[src/rtl/muldiv_ctrl_pkg.sv]
// muldiv_ctrl_pkg
//   Shared definitions for the EX-stage multiply/divide sequencer:
//   FSM state encoding, op_sel bit positions, handshake level names and
//   a one-hot helper.
//   Optional feature macro: DIV_ZERO_FAST_EN (used by muldiv_ctrl).
package muldiv_ctrl_pkg;

    typedef enum logic [1:0] {
        IDLE     = 2'd0,
        MUL_WAIT = 2'd1,
        DIV_WAIT = 2'd2,
        DONE     = 2'd3
    } md_state_e;

    // op_sel is one-hot {mult, multu, div, divu, mthi, mtlo}
    localparam int OP_MULT  = 5;
    localparam int OP_MULTU = 4;
    localparam int OP_DIV   = 3;
    localparam int OP_DIVU  = 2;
    localparam int OP_MTHI  = 1;
    localparam int OP_MTLO  = 0;

    localparam logic Stop              = 1'b1;
    localparam logic NoStop            = 1'b0;
    localparam logic DivStart          = 1'b1;
    localparam logic DivStop           = 1'b0;
    localparam logic DivResultReady    = 1'b1;
    localparam logic DivResultNotReady = 1'b0;

    // LO value written by the divide-by-zero shortcut
    localparam logic [31:0] DIV_ZERO_LO = 32'hFFFF_FFFF;

    function automatic logic is_onehot6(input logic [5:0] v);
        return (v != 6'd0) && ((v & (v - 6'd1)) == 6'd0);
    endfunction

endpackage

[src/rtl/muldiv_ctrl_lat_cnt.sv]
// muldiv_ctrl_lat_cnt
//   Down-counter that times the fixed-latency multiplier.
//   Ports:
//     clk, resetn     clock, asynchronous active-low reset
//     load, load_val  load the start count (takes priority over dec)
//     dec             decrement by one; saturates at zero
//     zero            count has reached zero
module muldiv_ctrl_lat_cnt #(
    parameter int CNT_W = 4
) (
    input  logic             clk,
    input  logic             resetn,
    input  logic             load,
    input  logic [CNT_W-1:0] load_val,
    input  logic             dec,
    output logic             zero
);

    logic [CNT_W-1:0] count;

    always_ff @(posedge clk or negedge resetn) begin
        if (!resetn) begin
            count <= '0;
        end else if (load) begin
            count <= load_val;
        end else if (dec && (count != '0)) begin
            count <= count - CNT_W'(1);
        end
    end

    assign zero = (count == '0);

endmodule

[src/rtl/muldiv_ctrl.sv]
// muldiv_ctrl
//   EX-stage sequencer for the multiplier and the iterative divider. Accepts
//   one MULT/MULTU/DIV/DIVU/MTHI/MTLO per EX instruction, holds the operands
//   stable for the whole operation, requests an EX stall while a result is
//   pending and owns the architectural HI/LO registers.
//   Optional feature macro: DIV_ZERO_FAST_EN -- divide by zero bypasses the
//   divider and writes hi=src1, lo=32'hFFFF_FFFF without stalling.
//
//   Handshake: div_start rises in the first DIV_WAIT cycle and stays high
//   until the cycle in which div_ready is seen; in that cycle div_start is
//   low, the result is captured and stallreq drops. div_annul pulses for one
//   cycle when flush hits an in-flight divide.
//
//   Ports:
//     clk, resetn                clock, asynchronous active-low reset
//     op_valid, op_sel           EX instruction valid, one-hot op select
//     src1, src2                 rs / rt operands
//     ex_hold                    EX will not advance at the next edge
//     flush                      squash the in-flight EX op
//     mul_signed, mul_op1/2      multiplier operands (latched)
//     mul_result                 multiplier product
//     div_start, div_signed,
//     div_op1/2, div_annul       divider request side
//     div_ready, div_result      divider response {remainder, quotient}
//     stallreq                   EX stall request
//     hi, lo                     architectural HI/LO
//     dbg_state                  current FSM state
module muldiv_ctrl
    import muldiv_ctrl_pkg::*;
#(
    parameter int MUL_LATENCY = 2,   // legal range 1..15
    parameter int CNT_W       = 4
) (
    input  logic        clk,
    input  logic        resetn,
    input  logic        op_valid,
    input  logic [5:0]  op_sel,
    input  logic [31:0] src1,
    input  logic [31:0] src2,
    input  logic        ex_hold,
    input  logic        flush,
    output logic        mul_signed,
    output logic [31:0] mul_op1,
    output logic [31:0] mul_op2,
    input  logic [63:0] mul_result,
    output logic        div_start,
    output logic        div_signed,
    output logic [31:0] div_op1,
    output logic [31:0] div_op2,
    output logic        div_annul,
    input  logic        div_ready,
    input  logic [63:0] div_result,
    output logic        stallreq,
    output logic [31:0] hi,
    output logic [31:0] lo,
    output md_state_e   dbg_state
);

    md_state_e   state, state_nxt;
    logic [31:0] hi_q, lo_q, hi_nxt, lo_nxt;
    logic        hi_we, lo_we;
    logic [31:0] op1_q, op2_q;
    logic        sign_q;
    logic        op_load, cnt_load, cnt_dec, cnt_zero;
    logic        op_ok, is_mul, op_sign, div_fast;

    assign op_ok   = op_valid && is_onehot6(op_sel);
    assign is_mul  = op_sel[OP_MULT] | op_sel[OP_MULTU];
    assign op_sign = op_sel[OP_MULT] | op_sel[OP_DIV];

`ifdef DIV_ZERO_FAST_EN
    assign div_fast = (op_sel[OP_DIV] | op_sel[OP_DIVU]) && (src2 == 32'd0);
`else
    assign div_fast = 1'b0;
`endif

    muldiv_ctrl_lat_cnt #(.CNT_W(CNT_W)) u_lat_cnt (
        .clk      (clk),
        .resetn   (resetn),
        .load     (cnt_load),
        .load_val (CNT_W'(MUL_LATENCY - 1)),
        .dec      (cnt_dec),
        .zero     (cnt_zero)
    );

    always_ff @(posedge clk or negedge resetn) begin
        if (!resetn) begin
            state <= IDLE;
        end else begin
            state <= state_nxt;
        end
    end

    always_ff @(posedge clk or negedge resetn) begin
        if (!resetn) begin
            hi_q   <= '0;
            lo_q   <= '0;
            op1_q  <= '0;
            op2_q  <= '0;
            sign_q <= 1'b0;
        end else begin
            if (hi_we) hi_q <= hi_nxt;
            if (lo_we) lo_q <= lo_nxt;
            if (op_load) begin
                op1_q  <= src1;
                op2_q  <= src2;
                sign_q <= op_sign;
            end
        end
    end

    always_comb begin
        state_nxt = state;
        stallreq  = NoStop;
        div_start = DivStop;
        div_annul = 1'b0;
        hi_we     = 1'b0;
        lo_we     = 1'b0;
        hi_nxt    = hi_q;
        lo_nxt    = lo_q;
        op_load   = 1'b0;
        cnt_load  = 1'b0;
        cnt_dec   = 1'b0;

        unique case (state)
            IDLE: begin
                if (op_ok) begin
                    if (op_sel[OP_MTHI]) begin
                        hi_we  = 1'b1;
                        hi_nxt = src1;
                    end else if (op_sel[OP_MTLO]) begin
                        lo_we  = 1'b1;
                        lo_nxt = src1;
                    end else if (is_mul) begin
                        op_load   = 1'b1;
                        cnt_load  = 1'b1;
                        stallreq  = Stop;
                        state_nxt = MUL_WAIT;
                    end else if (div_fast) begin
                        hi_we     = 1'b1;
                        hi_nxt    = src1;
                        lo_we     = 1'b1;
                        lo_nxt    = DIV_ZERO_LO;
                        state_nxt = ex_hold ? DONE : IDLE;
                    end else begin
                        op_load   = 1'b1;
                        stallreq  = Stop;
                        state_nxt = DIV_WAIT;
                    end
                end
            end
            MUL_WAIT: begin
                if (!cnt_zero) begin
                    stallreq = Stop;
                    cnt_dec  = 1'b1;
                end else begin
                    hi_we     = 1'b1;
                    lo_we     = 1'b1;
                    hi_nxt    = mul_result[63:32];
                    lo_nxt    = mul_result[31:0];
                    state_nxt = ex_hold ? DONE : IDLE;
                end
            end
            DIV_WAIT: begin
                case (div_ready)
                    DivResultReady: begin
                        hi_we     = 1'b1;
                        lo_we     = 1'b1;
                        hi_nxt    = div_result[63:32];
                        lo_nxt    = div_result[31:0];
                        state_nxt = ex_hold ? DONE : IDLE;
                    end
                    DivResultNotReady: begin
                        stallreq  = Stop;
                        div_start = DivStart;
                    end
                    default: ;
                endcase
            end
            DONE: begin
                // The completed instruction is still sitting in EX; wait
                // for it to leave rather than re-executing it.
                if (!ex_hold) state_nxt = IDLE;
            end
            default: state_nxt = IDLE;
        endcase

        // Flush squashes whatever is in flight, including a result that
        // would otherwise land on this edge.
        if (flush) begin
            state_nxt = IDLE;
            stallreq  = NoStop;
            div_start = DivStop;
            hi_we     = 1'b0;
            lo_we     = 1'b0;
            op_load   = 1'b0;
            cnt_load  = 1'b0;
            cnt_dec   = 1'b0;
            div_annul = (state == DIV_WAIT);
        end
    end

    assign mul_signed = sign_q;
    assign mul_op1    = op1_q;
    assign mul_op2    = op2_q;
    assign div_signed = sign_q;
    assign div_op1    = op1_q;
    assign div_op2    = op2_q;
    assign hi         = hi_q;
    assign lo         = lo_q;
    assign dbg_state  = state;

endmodule

[config.mk]
export PLATFORM = sky130hd
export DESIGN_NAME = muldiv_ctrl
export DESIGN_NICKNAME = d
export VERILOG_FILES = /design/src/rtl/muldiv_ctrl_pkg.sv /design/src/rtl/muldiv_ctrl_lat_cnt.sv /design/src/rtl/muldiv_ctrl.sv
export SDC_FILE = /design/constraint.sdc
export NUM_CORES = 1
export LEC_CHECK = 0
export BUFFER_PORTS_ARGS = -buffer_cell sky130_fd_sc_hd__buf_2
export CAP_MARGIN = 20
export CELL_PAD_IN_SITES_DETAIL_PLACEMENT = 1
export CELL_PAD_IN_SITES_GLOBAL_PLACEMENT = 1
export CORE_MARGIN = 2
export CORE_UTILIZATION = 31
export DETAILED_ROUTE_END_ITERATION = 16
export PLACE_DENSITY = 0.9
export SYNTH_ARGS = -nofsm -noshare
export SYNTH_HDL_FRONTEND = slang
export SYNTH_SLANG_ARGS = --single-unit
[constraint.sdc]
create_clock -name clk -period 2.73 [get_ports clk]
set_input_delay 0.1365 -clock clk [delete_from_list [all_inputs] [get_ports clk]]
set_output_delay 0.1365 -clock clk [all_outputs]
set_load 0.02 [all_outputs]
==> summary.txt <==
Floorplanning
  • Full die area: 24360 um2
  • Die width: 156.1 um
  • Core area: 22640 um2
  • Starting Density: 31.67%
  • DIE HEIGHT: 156.1 um
  • Rows: 55
  • I/O pin count: 403

Place
  • Post-DP HPWL: 19.84 mm
  • PortBufs: 402
  • Gp weighted congestion: 0.8551

Synthesis
  • Syn Inst Count: 838
  • Syn_nets: 1047
  • Commonest cells post-synth: nand2_1 (329), dfrtp_1 (135), o21ai_0 (68)
  • Largest cells by area after synthesis: dfrtp_1 (47%), nand2_1 (17%), o21ai_2 (7.1%), buf_4 (6.8%), a22oi_1 (6.7%)
  • Synth Warn #: 0
  • Post-Syn Area: 7171 um2
  • Yosys cell types: 33
  • Post-synth top area share: 47.11%
  • Primary FF master, synth: dfrtp_1
  • Yosys reg bits: 135
  • Most frequent cell after synthesis: nand2_1
  • Ys async rst share: 100.0%
  • Number of flops mapped to enable cells by yosys: 0
  • Cell taking the most area after synthesis: dfrtp_1
  • Avg Cell Area, Syn: 8.557 um2
  • Seq/Total Area, Yosys: 47.11%

Power and ir drop
  • Sequential share of power: 31.2%
  • Int Pwr: 0.005615 W
  • Clock share of power: 22.1%
  • Logic gate share of total power: 46.7%
  • PD cells: 1016 nW/um2
  • Net Sw Frac: 45.66%
  • Worst vdd ir: 0.0003593 V
  • Net switching power: 0.004718 W
  • Pleak: 5.393 nW

CTS
  • Hold buffers post-CTS: 65
  • Clock Sinks: 135
  • CTS Buffer Depth: 2
  • Clk Latency, worst-skew pair: 410 ps
  • Root buffer cell: clkbuf_16
  • Clock transition at path regs: 60 ps
  • Post-CTS Setup Bufs: 0
  • Post-CTS Resized: 0
  • CTS buffer count: 17
  • H-tree depth: 4
  • CTS tree: built

Global route
  • Wire length of the first global-routing pass: 43.35 mm
  • Initial antenna violation count: 3
  • GR Util All Layers: 22.87%
  • Largest net degree at the start of global routing: 72
  • Number of global-route vias before repair: 7841
  • GR Overflow Total: 0

Worst hold path
  • Class of the tightest hold or removal check: in -> reg
  • Cell count of the worst hold path: 3

STA
  • Worst Max-Slew Pin Slew: 729.0 ps
  • Final number of hold-violating endpoints: 0
  • Fin. max-slew vios: 0
  • Fin Setup TNS: 0 ps
  • Final setup viols: 0
  • RSZ-0062 raised after global routing: false
  • Hold WS: 46.82 ps
  • Slew HR: 50.95%
  • Final Cycle Share: 91.93%
  • Max Clk Rate: 398.5 MHz
  • Clock skew: 9.563 ps
  • Final min period: 2510 ps

Setup path
  • Critical path peak fanout: 35
  • Nature of the critical path startpoint: flop
  • CP Class: reg -> out
  • Req. time, crit path: 2590 ps
  • R2r setup slk: 350 ps
  • Element type at the critical path end: output port
  • R2R cell count: 8
  • Crit path arrival time: 2370 ps

Final layout
  • Area growth, synth to finish: 41.88%
  • Nets: 1427
  • Layout cell share with drive strength beyond 1: 42.00%

Route
  • Post-route ant nets: 0
  • DRC viols: 0
  • Vias: 7560
  • 1st-pass router iterations: 5
  • Total Wirelength: 28.49 mm
  • Vias per cell: 4.977
  • DRT iter0 DRCs: 393
  • Wire length per cell: 18.75 um

Outcome
  • Status: finished clean

Job
  • MaxCap Viol Count: 0
-- area by class of cell --
cell class                 count  area, um2
antenna                        3      7.507
clock buffer                  19      442.9
clock inverter                13      133.9
fill                        2766      12470
inverter                       6      22.52
multi-input combinational    575       3015
sequential                   135       3378
tap                          285      356.6
timing repair buffer         483       2816
-- metal layers --
metal / routed length (um) / track usage [%] / vias up
met5: 0 / 0 / -
met3: 1558 / 5.194 / 55
met1: 11260 / 26.46 / 3714
li1: - / - / 3499
met4: 807 / 8.388 / 0
met2: 14860 / 41.28 / 292
-- sequential cells by signal, summed over array words and instances (netlist names) --
| name | count |
|---|---|
| hi | 32 |
| div_op1 | 32 |
| div_op2 | 32 |
| div_signed | 1 |
| u_lat_cnt.count | 4 |
| dbg_state | 2 |
| lo | 32 |
-- placed cells by master, fill, tap and decap left out, types with 5 or more instances in the layout --
cell type,n
inv_6,5
nand2_1,329
dlygate4sd3_1,66
a22oi_1,64
dfrtp_1,135
o21ai_0,67
o21ai_2,56
buf_2,401
o21ai_1,8
clkbuf_16,17
nor2_1,7
buf_4,13
inv_1,6
a21oi_1,6
-- cell families (layout without fill, tap and decap cells) --
| logic type | count (synthesis) | after routing | share of synthesized area (%) |
|---|---|---|---|
| AOI/OAI and AO/OA | 208 | 208 | 20.26 |
| xor gates and xnor gates | 4 | 4 | 0.4887 |
| and+or+nand+nor | 356 | 356 | 19.49 |
| buffers and inverters | 128 | 521 | 11.46 |
| DFF | 135 | 135 | 47.11 |
| other | 0 | 3 | 0 |
| adders and majority gates | 5 | 5 | 0.8724 |
| muxes | 2 | 2 | 0.3141 |
-- worst paths after layout --
| kind | start | end |
|---|---|---|
| worst max-delay path | dbg_state[1] | stallreq |
| worst min-delay path | op_sel[3] | div_signed |
| worst max register to register | u_lat_cnt.count[0] | hi[18] |
| worst min register to register | hi[31] | hi[31] |
| max in group asynchronous | resetn | hi[7] |
| min in group asynchronous | resetn | div_op2[5] |
-- power groups by stage --
stage          logic [W]  registers (W)  clock network [W]
5_1_grt          0.00524        0.00331            0.00243
3_5_place_dp     0.00473        0.00325                  0
2_1_floorplan    0.00242        0.00402                  0
4_1_cts          0.00481        0.00321            0.00234
6_report         0.00482        0.00323            0.00228
3_3_place_gp     0.00456        0.00320                  0
-- stage by stage --
stage / total power (W) / cell area (um2) / setup WS, ps / std cells / utilization [%]
finish: 0.01033 / 10170 / 220.4 / 1519 / 44.94
global route: 0.01099 / 10170 / 59.62 / 1518 / 44.92
CTS: 0.01036 / 10160 / 215.9 / 1515 / 44.86
detailed placement: 0.007971 / 8929 / 355.7 / 1418 / 39.44
global placement: 0.007765 / 8929 / 441.3 / 1418 / 39.44
floorplan: 0.006435 / 7171 / 677.3 / 838 / -
-- worst max-delay path: stages (launching register included) --
cell     delay [ps]
dfrtp_1         420
inv_1           160
ha_2            300
buf_4           420
a21oi_1         190
o21a_1          140
nor3_1          140
buf_2           190
Note: power is estimated with default switching activity, not from simulation.
